===== src/rtl/spi_cmd_ctrl.sv =====
// spi_cmd_ctrl: command sequencer between the SPI byte slave and the
// clk-domain step counter / LED register.
// Optional feature macro: CMD_TIMEOUT_EN (aborts WAIT_DATA after TIMEOUT_CYC cycles).
//
// state     | meaning
// ----------+-------------------------------------------------
// S_IDLE    | waiting for a command byte
// S_WAIT    | command byte seen, waiting for its data byte
module spi_cmd_ctrl #(
  parameter logic [23:0] PRESCALE     = 24'd12_000_000,
  parameter logic [23:0] TIMEOUT_CYC  = 24'd1_200_000,
  parameter logic [7:0]  RESP_UNKNOWN = 8'hEE
) (
  input  logic       clk,
  input  logic       rst,
  input  logic       CE0,
  input  logic [7:0] rx_byte,
  output logic [7:0] tx_byte,
  output logic [3:0] led,
  output logic [7:0] count,
  output logic       busy,
  output logic       err
);

  typedef enum logic {S_IDLE = 1'b0, S_WAIT = 1'b1} state_t;

  state_t      state_q, state_d;
  logic        pend_led_q, pend_led_d;
  logic        ce0_s1, ce0_s2, ce0_d;
  logic        byte_done;
  logic [23:0] pre_q;
  logic [7:0]  step_q;
  logic        cnt_en_q;
  logic        err_unk_q;
  logic        err_to;
  logic        tmo_hit;
  logic        enter_wait;
  logic        do_led, do_step, do_echo, do_rdcnt, do_rdstat;
  logic        do_en, do_dis, do_clr, do_unk, do_tmo;

  // Two-flop synchroniser plus edge register; presets to 1 so reset release is not an edge.
  always_ff @(posedge clk) begin
    if (rst) begin
      ce0_s1 <= 1'b1;
      ce0_s2 <= 1'b1;
      ce0_d  <= 1'b1;
    end else begin
      ce0_s1 <= CE0;
      ce0_s2 <= ce0_s1;
      ce0_d  <= ce0_s2;
    end
  end

  assign byte_done = ce0_s2 & ~ce0_d;

`ifdef CMD_TIMEOUT_EN
  logic [23:0] tmr_q;
  logic        err_to_q;

  // WAIT_DATA timeout: down-counter loaded on entry, terminal count at zero.
  always_ff @(posedge clk) begin
    if (rst) begin
      tmr_q    <= '0;
      err_to_q <= 1'b0;
    end else begin
      if (enter_wait)
        tmr_q <= TIMEOUT_CYC - 24'd1;
      else if (state_q == S_WAIT && tmr_q != '0)
        tmr_q <= tmr_q - 24'd1;
      if (do_rdstat)
        err_to_q <= 1'b0;
      else if (do_tmo)
        err_to_q <= 1'b1;
    end
  end

  assign tmo_hit = (tmr_q == '0);
  assign err_to  = err_to_q;
`else
  logic unused_tmo;
  assign unused_tmo = ^{TIMEOUT_CYC, do_tmo, enter_wait};
  assign tmo_hit    = 1'b0;
  assign err_to     = 1'b0;
`endif

  // FSM state register.
  always_ff @(posedge clk) begin
    if (rst) begin
      state_q    <= S_IDLE;
      pend_led_q <= 1'b0;
    end else begin
      state_q    <= state_d;
      pend_led_q <= pend_led_d;
    end
  end

  // Next-state logic and per-byte action strobes.
  always_comb begin
    state_d    = state_q;
    pend_led_d = pend_led_q;
    enter_wait = 1'b0;
    do_led     = 1'b0;
    do_step    = 1'b0;
    do_echo    = 1'b0;
    do_rdcnt   = 1'b0;
    do_rdstat  = 1'b0;
    do_en      = 1'b0;
    do_dis     = 1'b0;
    do_clr     = 1'b0;
    do_unk     = 1'b0;
    do_tmo     = 1'b0;
    case (state_q)
      S_IDLE: begin
        if (byte_done) begin
          case (rx_byte)
            8'h10: begin state_d = S_WAIT; pend_led_d = 1'b1; enter_wait = 1'b1; end
            8'h20: begin state_d = S_WAIT; pend_led_d = 1'b0; enter_wait = 1'b1; end
            8'h30: do_rdcnt  = 1'b1;
            8'h40: do_rdstat = 1'b1;
            8'h50: do_en     = 1'b1;
            8'h51: do_dis    = 1'b1;
            8'h5F: do_clr    = 1'b1;
            default: do_unk  = 1'b1;
          endcase
        end
      end
      S_WAIT: begin
        if (byte_done) begin
          state_d = S_IDLE;
          do_echo = 1'b1;
          do_led  = pend_led_q;
          do_step = ~pend_led_q;
        end else if (tmo_hit) begin
          state_d = S_IDLE;
          do_tmo  = 1'b1;
        end
      end
      default: state_d = S_IDLE;
    endcase
  end

  // Counter datapath, configuration registers and response byte.
  always_ff @(posedge clk) begin
    if (rst) begin
      pre_q     <= '0;
      count     <= '0;
      step_q    <= 8'd1;
      cnt_en_q  <= 1'b0;
      led       <= '0;
      tx_byte   <= '0;
      err_unk_q <= 1'b0;
    end else begin
      if (cnt_en_q) begin
        if (pre_q == PRESCALE - 24'd1) begin
          pre_q <= '0;
          count <= count + step_q;
        end else begin
          pre_q <= pre_q + 24'd1;
        end
      end
      if (do_clr) begin
        count <= '0;
        pre_q <= '0;
      end
      if (do_en)   cnt_en_q <= 1'b1;
      if (do_dis)  cnt_en_q <= 1'b0;
      if (do_led)  led      <= rx_byte[3:0];
      if (do_step) step_q   <= rx_byte;
      if (do_echo) tx_byte  <= rx_byte;
      if (do_rdcnt) tx_byte <= count;
      if (do_rdstat) begin
        tx_byte   <= {4'b0000, cnt_en_q, busy, err_to, err_unk_q};
        err_unk_q <= 1'b0;
      end
      if (do_unk) begin
        tx_byte   <= RESP_UNKNOWN;
        err_unk_q <= 1'b1;
      end
    end
  end

  assign busy = (state_q == S_WAIT);
  assign err  = err_to | err_unk_q;

endmodule


===== config.mk =====
export PLATFORM = sky130hd
export DESIGN_NAME = spi_cmd_ctrl
export DESIGN_NICKNAME = d
export VERILOG_FILES = /design/src/rtl/spi_cmd_ctrl.sv
export SDC_FILE = /design/constraint.sdc
export NUM_CORES = 1
export LEC_CHECK = 0
export CORE_MARGIN = 1
export CORE_UTILIZATION = 40
export CTS_CLUSTER_SIZE = 28
export DETAILED_ROUTE_END_ITERATION = 10
export SYNTH_ARGS = -nofsm -noshare
export SYNTH_HDL_FRONTEND = slang
export SYNTH_SLANG_ARGS = --single-unit

===== constraint.sdc =====
create_clock -name clk -period 2 [get_ports clk]
set_input_delay 0.4 -clock clk [delete_from_list [all_inputs] [get_ports clk]]
set_output_delay 0.4 -clock clk [all_outputs]
set_load 0.01 [all_outputs]

# ---- Word-level counts from Yosys, hierarchy flattened
# Index checks and enable logic that the tools add are counted.
# W data, S select, Z words.
dict set report totals {
  out_inout_bits 22
  input_bits 11
  wordCells 77
  ff_bits 59
}
dict set report classes {
  n_addsub 2
  eq_ne 8
  bitwise 4
  n_reduce_logical 13
  muxes 36
}
# operator n
set op_table {}
lappend op_table {{$eq A8 B7 Y1 const B} 4}
lappend op_table {{$mux W8} 4}
lappend op_table {{$mux W1} 29}
lappend op_table {{$add A24 B1 Y24 const B} 1}
lappend op_table {{$eq A24 B24 Y1 const B} 1}
lappend op_table {{$mux W24} 1}
lappend op_table {{$eq A8 B6 Y1 const B} 2}
lappend op_table {{$add A8 B8 Y8} 1}
lappend op_table {{$eq A8 B5 Y1 const B} 1}
lappend op_table {{$reduce_or A2 Y1} 4}
lappend op_table {{$reduce_or A7 Y1} 1}
lappend op_table {{$reduce_bool A2 Y1} 3}
lappend op_table {{$pmux W1 S2} 2}
lappend op_table {{$reduce_bool A4 Y1} 1}
lappend op_table {{$not A1 Y1} 3}
lappend op_table {{$reduce_and A3 Y1} 1}
lappend op_table {{$reduce_bool A3 Y1} 1}
lappend op_table {{$reduce_or A3 Y1} 1}
lappend op_table {{$reduce_and A2 Y1} 1}
lappend op_table {{$and A1 B1 Y1} 1}

# ---- Depth between registers and ports, before layout
dict set report logic_depth {
  ltp_word 8
  depth_mapped 8
  depth_no_buf 8
}

# ---- Worst setup path after synthesis
# OpenSTA, ideal clock, no wires.
dict set report synth_timing {
  kind {input to register}
  start {input rx_byte[7]}
  end {register tx_byte[1]}
  path_buffers 1
  t_arrival_ps 1816
  setup_time_ps 141
  cell_stages 7
  setup_slack_ps 43
  cell_sequence {or4_1 or3_1 clkbuf_1 a21oi_1 nor2_1 nand2_1 a41oi_1}
}
dict set report synth_via {
  elab_chain_cells 7
  word_cells_on_any_way 21
  cone_classes {7 x eq/ne; 12 x mux; 2 x reduce/logical}
}
# item line
set synth_lines {}
lappend synth_lines {{start: declaration} 17} ;# input logic [7:0] rx_byte,
lappend synth_lines {{$eq A8 B6 Y1} 115} ;# case (rx_byte)
lappend synth_lines {{$mux W1} 115}
lappend synth_lines {{$mux W1} 114} ;# if (byte_done) begin
lappend synth_lines {{$mux W1} 112} ;# case (state_q)
lappend synth_lines {{$mux W8} 170} ;# if (do_rdcnt) tx_byte <= count;
lappend synth_lines {{$mux W8} 171} ;# if (do_rdstat) begin
lappend synth_lines {{$mux W8} 175} ;# if (do_unk) begin
lappend synth_lines {{end signal: assignment} 169} ;# if (do_echo) tx_byte <= rx_byte;
lappend synth_lines {{end signal: assignment} 170}
lappend synth_lines {{end signal: assignment} 172} ;# tx_byte <= {4'b0000, cnt_en_q, busy, err_to, err_unk_q};
lappend synth_lines {{end: declaration} 18} ;# output logic [7:0] tx_byte,
# Several ways; a longest one is shown, not always the timed one.
# A chain may end at the register's enable or synchronous reset.

# ---- Final worst setup path
dict set report layout_timing {
  start {register pre_q[10]}
  end {register count[7]}
}
dict set report layout_via {
  elab_chain_cells 2
}
# item line
set layout_lines {}
lappend layout_lines {{start: declaration} 31} ;# logic [23:0] pre_q;
lappend layout_lines {{start signal: assignment} 158} ;# pre_q <= pre_q + 24'd1;
lappend layout_lines {{$eq A24 B24 Y1} 154} ;# if (pre_q == PRESCALE - 24'd1) begin
lappend layout_lines {{$reduce_and A2 Y1 (no line)} n/a}
lappend layout_lines {{end signal: assignment} 156} ;# count <= count + step_q;
lappend layout_lines {{end: declaration} 20} ;# output logic [7:0] count,
# No other way between the ends.

==> run_results.csv <==
group,metric,value,unit
final_layout,fin_nets,426,
synthesis,synth_edf_count,0,
job,drv_cap,0,
global_routing,grt_max_degree,27,
setup_path,end_kind,"register",
synthesis,synth-main-ff-cell,"dfxtp_1",
pwr,p_leak,1.40,nW
sta,maxSlewHeadroom,75.4,%
die,ios,33,
final_layout,fin_area,0.00368,mm²
sta,timing.final.crit_period,1890,ps
synthesis,syn_area,0.00280,mm²
pwr,ir_worst_vdd,0.000333,V
global_routing,antenna_found_initial,0,
sta,layout_setup_ws,106,ps
setup_path,path_cells,"or4_1 > nor3_2 > and3_4 > nand2_4 > or3_1 > a21oi_1",
pwr,seq_power_share,50.4,%
setup_path,crit_family,"simple AND/OR/NAND/NOR gates",
route,drc,0,
final_layout,diodes,0,
route,vias,2566,
die,die_area,0.00735,mm²
final_layout,area_growth,31.2,%
sta,finalMaxSlewViolations,0,
pwr,p_int,1.84,mW
global_routing,grt_usage,19.8,%
synthesis,synth_fa_ha_area_share,4.28,%
sta,fin_worst_skew,12.0,ps
clock_network,cts_buffers,9,
pwr,powerDensity,641,mW/mm²
route,wirelength,6730,µm
sta,maxClockFrequency,528,MHz
outcome,status,"completed",
setup_path,criticalPathCategory,"register to register",
clock_network,clk_latency,340,ps
clock_network,clk_pin_slew,70,ps
synthesis,synth_cells,340,
clock_network,cts_root_buf,"clkbuf_8",
sta,worstMarginPinSlew,367,ps
pwr,comb_power_share,5.6,%
placement,place_ws,-394,ps
global_routing,grt_pass1_vias,2298,
sta,hold_viol,0,
synthesis,ys.warnings.count,0,
placement,dpl_cell_area,0.00346,mm²
clock_network,htreeDepth,3,
clock_network,cts_tree,"yes",
placement,dpl.hpwl,4950,µm
setup_path,start_kind,"register",
global_routing,grt_pass1_wl,11300,µm
die,initial_core_util,41.3,%
min_path,min_path_type,"register to register",
synthesis,synth_compound_area_share,11.2,%
clock_network,cts.sinks,59,
die,die_x,85.7,µm
die,core_area,0.00679,mm²
sta,setup_viol,0,
synthesis,avgSynthCellArea,8.25,µm²
route,drt_iter0_drc,158,
global_routing,grt_overflow,0,
setup_path,max_stage_delay,540,ps
final_layout,layout-drive-gt1-share,15.1,%
die,die_height,85.7,µm
setup_path,critical_path.slowest_cell,"or4_1",
synthesis,synthArstFlopShare,0,%
sta,timing.final.crit_share,94.7,%
synthesis,synth_xor_area_share,9.06,%
synthesis,synth-simple-area-share,27.5,%
synthesis,syn-num-nets,360,
placement,place_congestion,0.855,
synthesis,muxShareOfSynthArea,2.86,%
pwr,power_frac_clock,44.0,%
pwr,p_switching,0.524,mW
synthesis,yosysSeqAreaShare,42.1,%
die,core.rowCount,30,
clock_network,clock_path_buffers,2,
clock_network,cts_hold_buf,0,
placement,place.port_buffers,32,
route,antenna_left,0,
route,first_pass_iters,4,
sta,rsz0062_at_grt,"no",
synthesis,ys_types,42,
synthesis,synth_top_family_by_area,"simple AND/OR/NAND/NOR gates",
synthesis,ys_ff_latch,59,
setup_path,critPathArrivalTime,2160,ps
setup_path,crit_buf_inv,0,
pwr,swShare,22.2,%
route,post_drt_via_cell_ratio,5.06,
setup_path,required,2260,ps
route,wire_per_inst,13.3,µm
setup_path,cp_max_fo,6,
==> placed cells by master (no fill, tap or decap), drive strengths merged, types with 4 or more instances in the layout <==
master,instances
or2,4
xnor2,14
ha,8
nor2,52
clkbuf,15
clkdlybuf4s50,28
inv,5
a22oi,4
nand2,50
nand4,9
nand3,9
and3,4
a21oi,25
mux2i,8
o21ai,9
a31oi,4
nor3,12
dfxtp,59
buf,37
nand3b,4
xor2,15
==> final cells by class <==
type                       instances  area [µm²]
fill                             649        3110
clock inverter                     1        5.00
tap                               96         120
inverter                           5        18.8
timing repair buffer              69         609
multi-input combinational        262        1560
sequential                        59        1180
clock buffer                      15         186
==> final timing paths <==
path / cells after the start / startpoint / slack [ps] / to
min reg2reg: 1 / ce0_s1 / 420 / ce0_s2
min: 1 / ce0_s1 / 420 / ce0_s2
max: 6 / pre_q[10] / 110 / count[7]
max reg2reg: 6 / pre_q[10] / 110 / count[7]
==> worst reg2reg max path: stages (launching register included) <==
cell	delay, ps
dfxtp_1	320
or4_1	540
nor3_2	160
and3_4	230
nand2_4	90
or3_1	350
a21oi_1	140
==> sequential cells by signal, summed over array words and instances, names as in the netlist, 4 cells and up <==
name     count
tx_byte      8
step_q       8
pre_q       24
led          4
count        8
==> synthesized netlist by cell type, drive strengths merged (2+ instances only) <==
| library cell | instances | area share, % |
|---|---|---|
| nand2b | 3 | 0.67 |
| or4 | 2 | 0.54 |
| nand3b | 4 | 1.1 |
| mux2i | 8 | 2.9 |
| buf | 3 | 0.76 |
| nor2b | 3 | 0.67 |
| nor3 | 12 | 2.1 |
| dfxtp | 59 | 42 |
| xor2 | 15 | 4.7 |
| nor4 | 3 | 0.89 |
| inv | 5 | 0.67 |
| clkbuf | 11 | 1.5 |
| and3 | 4 | 0.94 |
| nor2 | 52 | 7.0 |
| a31oi | 4 | 0.89 |
| a21oi | 25 | 4.5 |
| ha | 8 | 3.6 |
| xnor2 | 14 | 4.4 |
| a211oi | 3 | 0.80 |
| a41oi | 2 | 0.62 |
| o21ai | 9 | 1.6 |
| nand3 | 9 | 1.6 |
| or2 | 4 | 0.89 |
| o211ai | 2 | 0.54 |
| or3 | 3 | 0.67 |
| nand4 | 9 | 2.0 |
| a22oi | 4 | 1.1 |
| nand2 | 50 | 7.0 |
==> routing by layer <==
layer,up-vias,part of all wire [%],global-route usage [%]
met2,63,43,28.2
met1,1191,52,28.9
li1,1303,-,-
met4,0,1.4,8.79
met3,9,4.3,3.75
met5,-,0,0
==> stage by stage <==
step | power, mW | hold WS, ps | utilization, % | TNS (ps) | instances
6_report | 2.36 | 416 | 54.2 | 0 | 507
5_1_grt | 2.44 | 440 | 54.2 | 0 | 507
4_1_cts | 2.37 | 417 | 53.7 | 0 | 505
3_5_place_dp | 1.35 | 399 | 50.9 | -8660 | 489
3_3_place_gp | 1.35 | 400 | 50.9 | -7840 | 489
2_1_floorplan | 1.26 | 389 | - | 0 | 340
==> power by group through the flow <==
stage / logic, mW / clock network (mW) / registers (mW)
2_1_floorplan: 0.0482 / 0 / 1.22
3_3_place_gp: 0.134 / 0 / 1.21
3_5_place_dp: 0.133 / 0 / 1.21
4_1_cts: 0.132 / 1.05 / 1.19
5_1_grt: 0.144 / 1.11 / 1.19
6_report: 0.133 / 1.04 / 1.19
==> logic make-up (layout without fill, tap and decap cells) <==
kind of cell / count (synthesis) / count (layout)
and+or+nand+nor: 163 / 163
AOI/OAI and AO/OA: 53 / 53
muxes: 8 / 8
xor gates and xnor gates: 29 / 29
buffers and inverters: 19 / 90
adders and majority gates: 9 / 9
DFF: 59 / 59
==> timing repair <==
action / 4_1_cts / 5_1_grt
pin swaps: 2 / 2
setup endpoints to repair: 7 / 12
buffers inserted: 0 / 2
resized for setup: 4 / 4
cloned: 0 / 0
No activity file was read; power rests on OpenSTA's default activity.
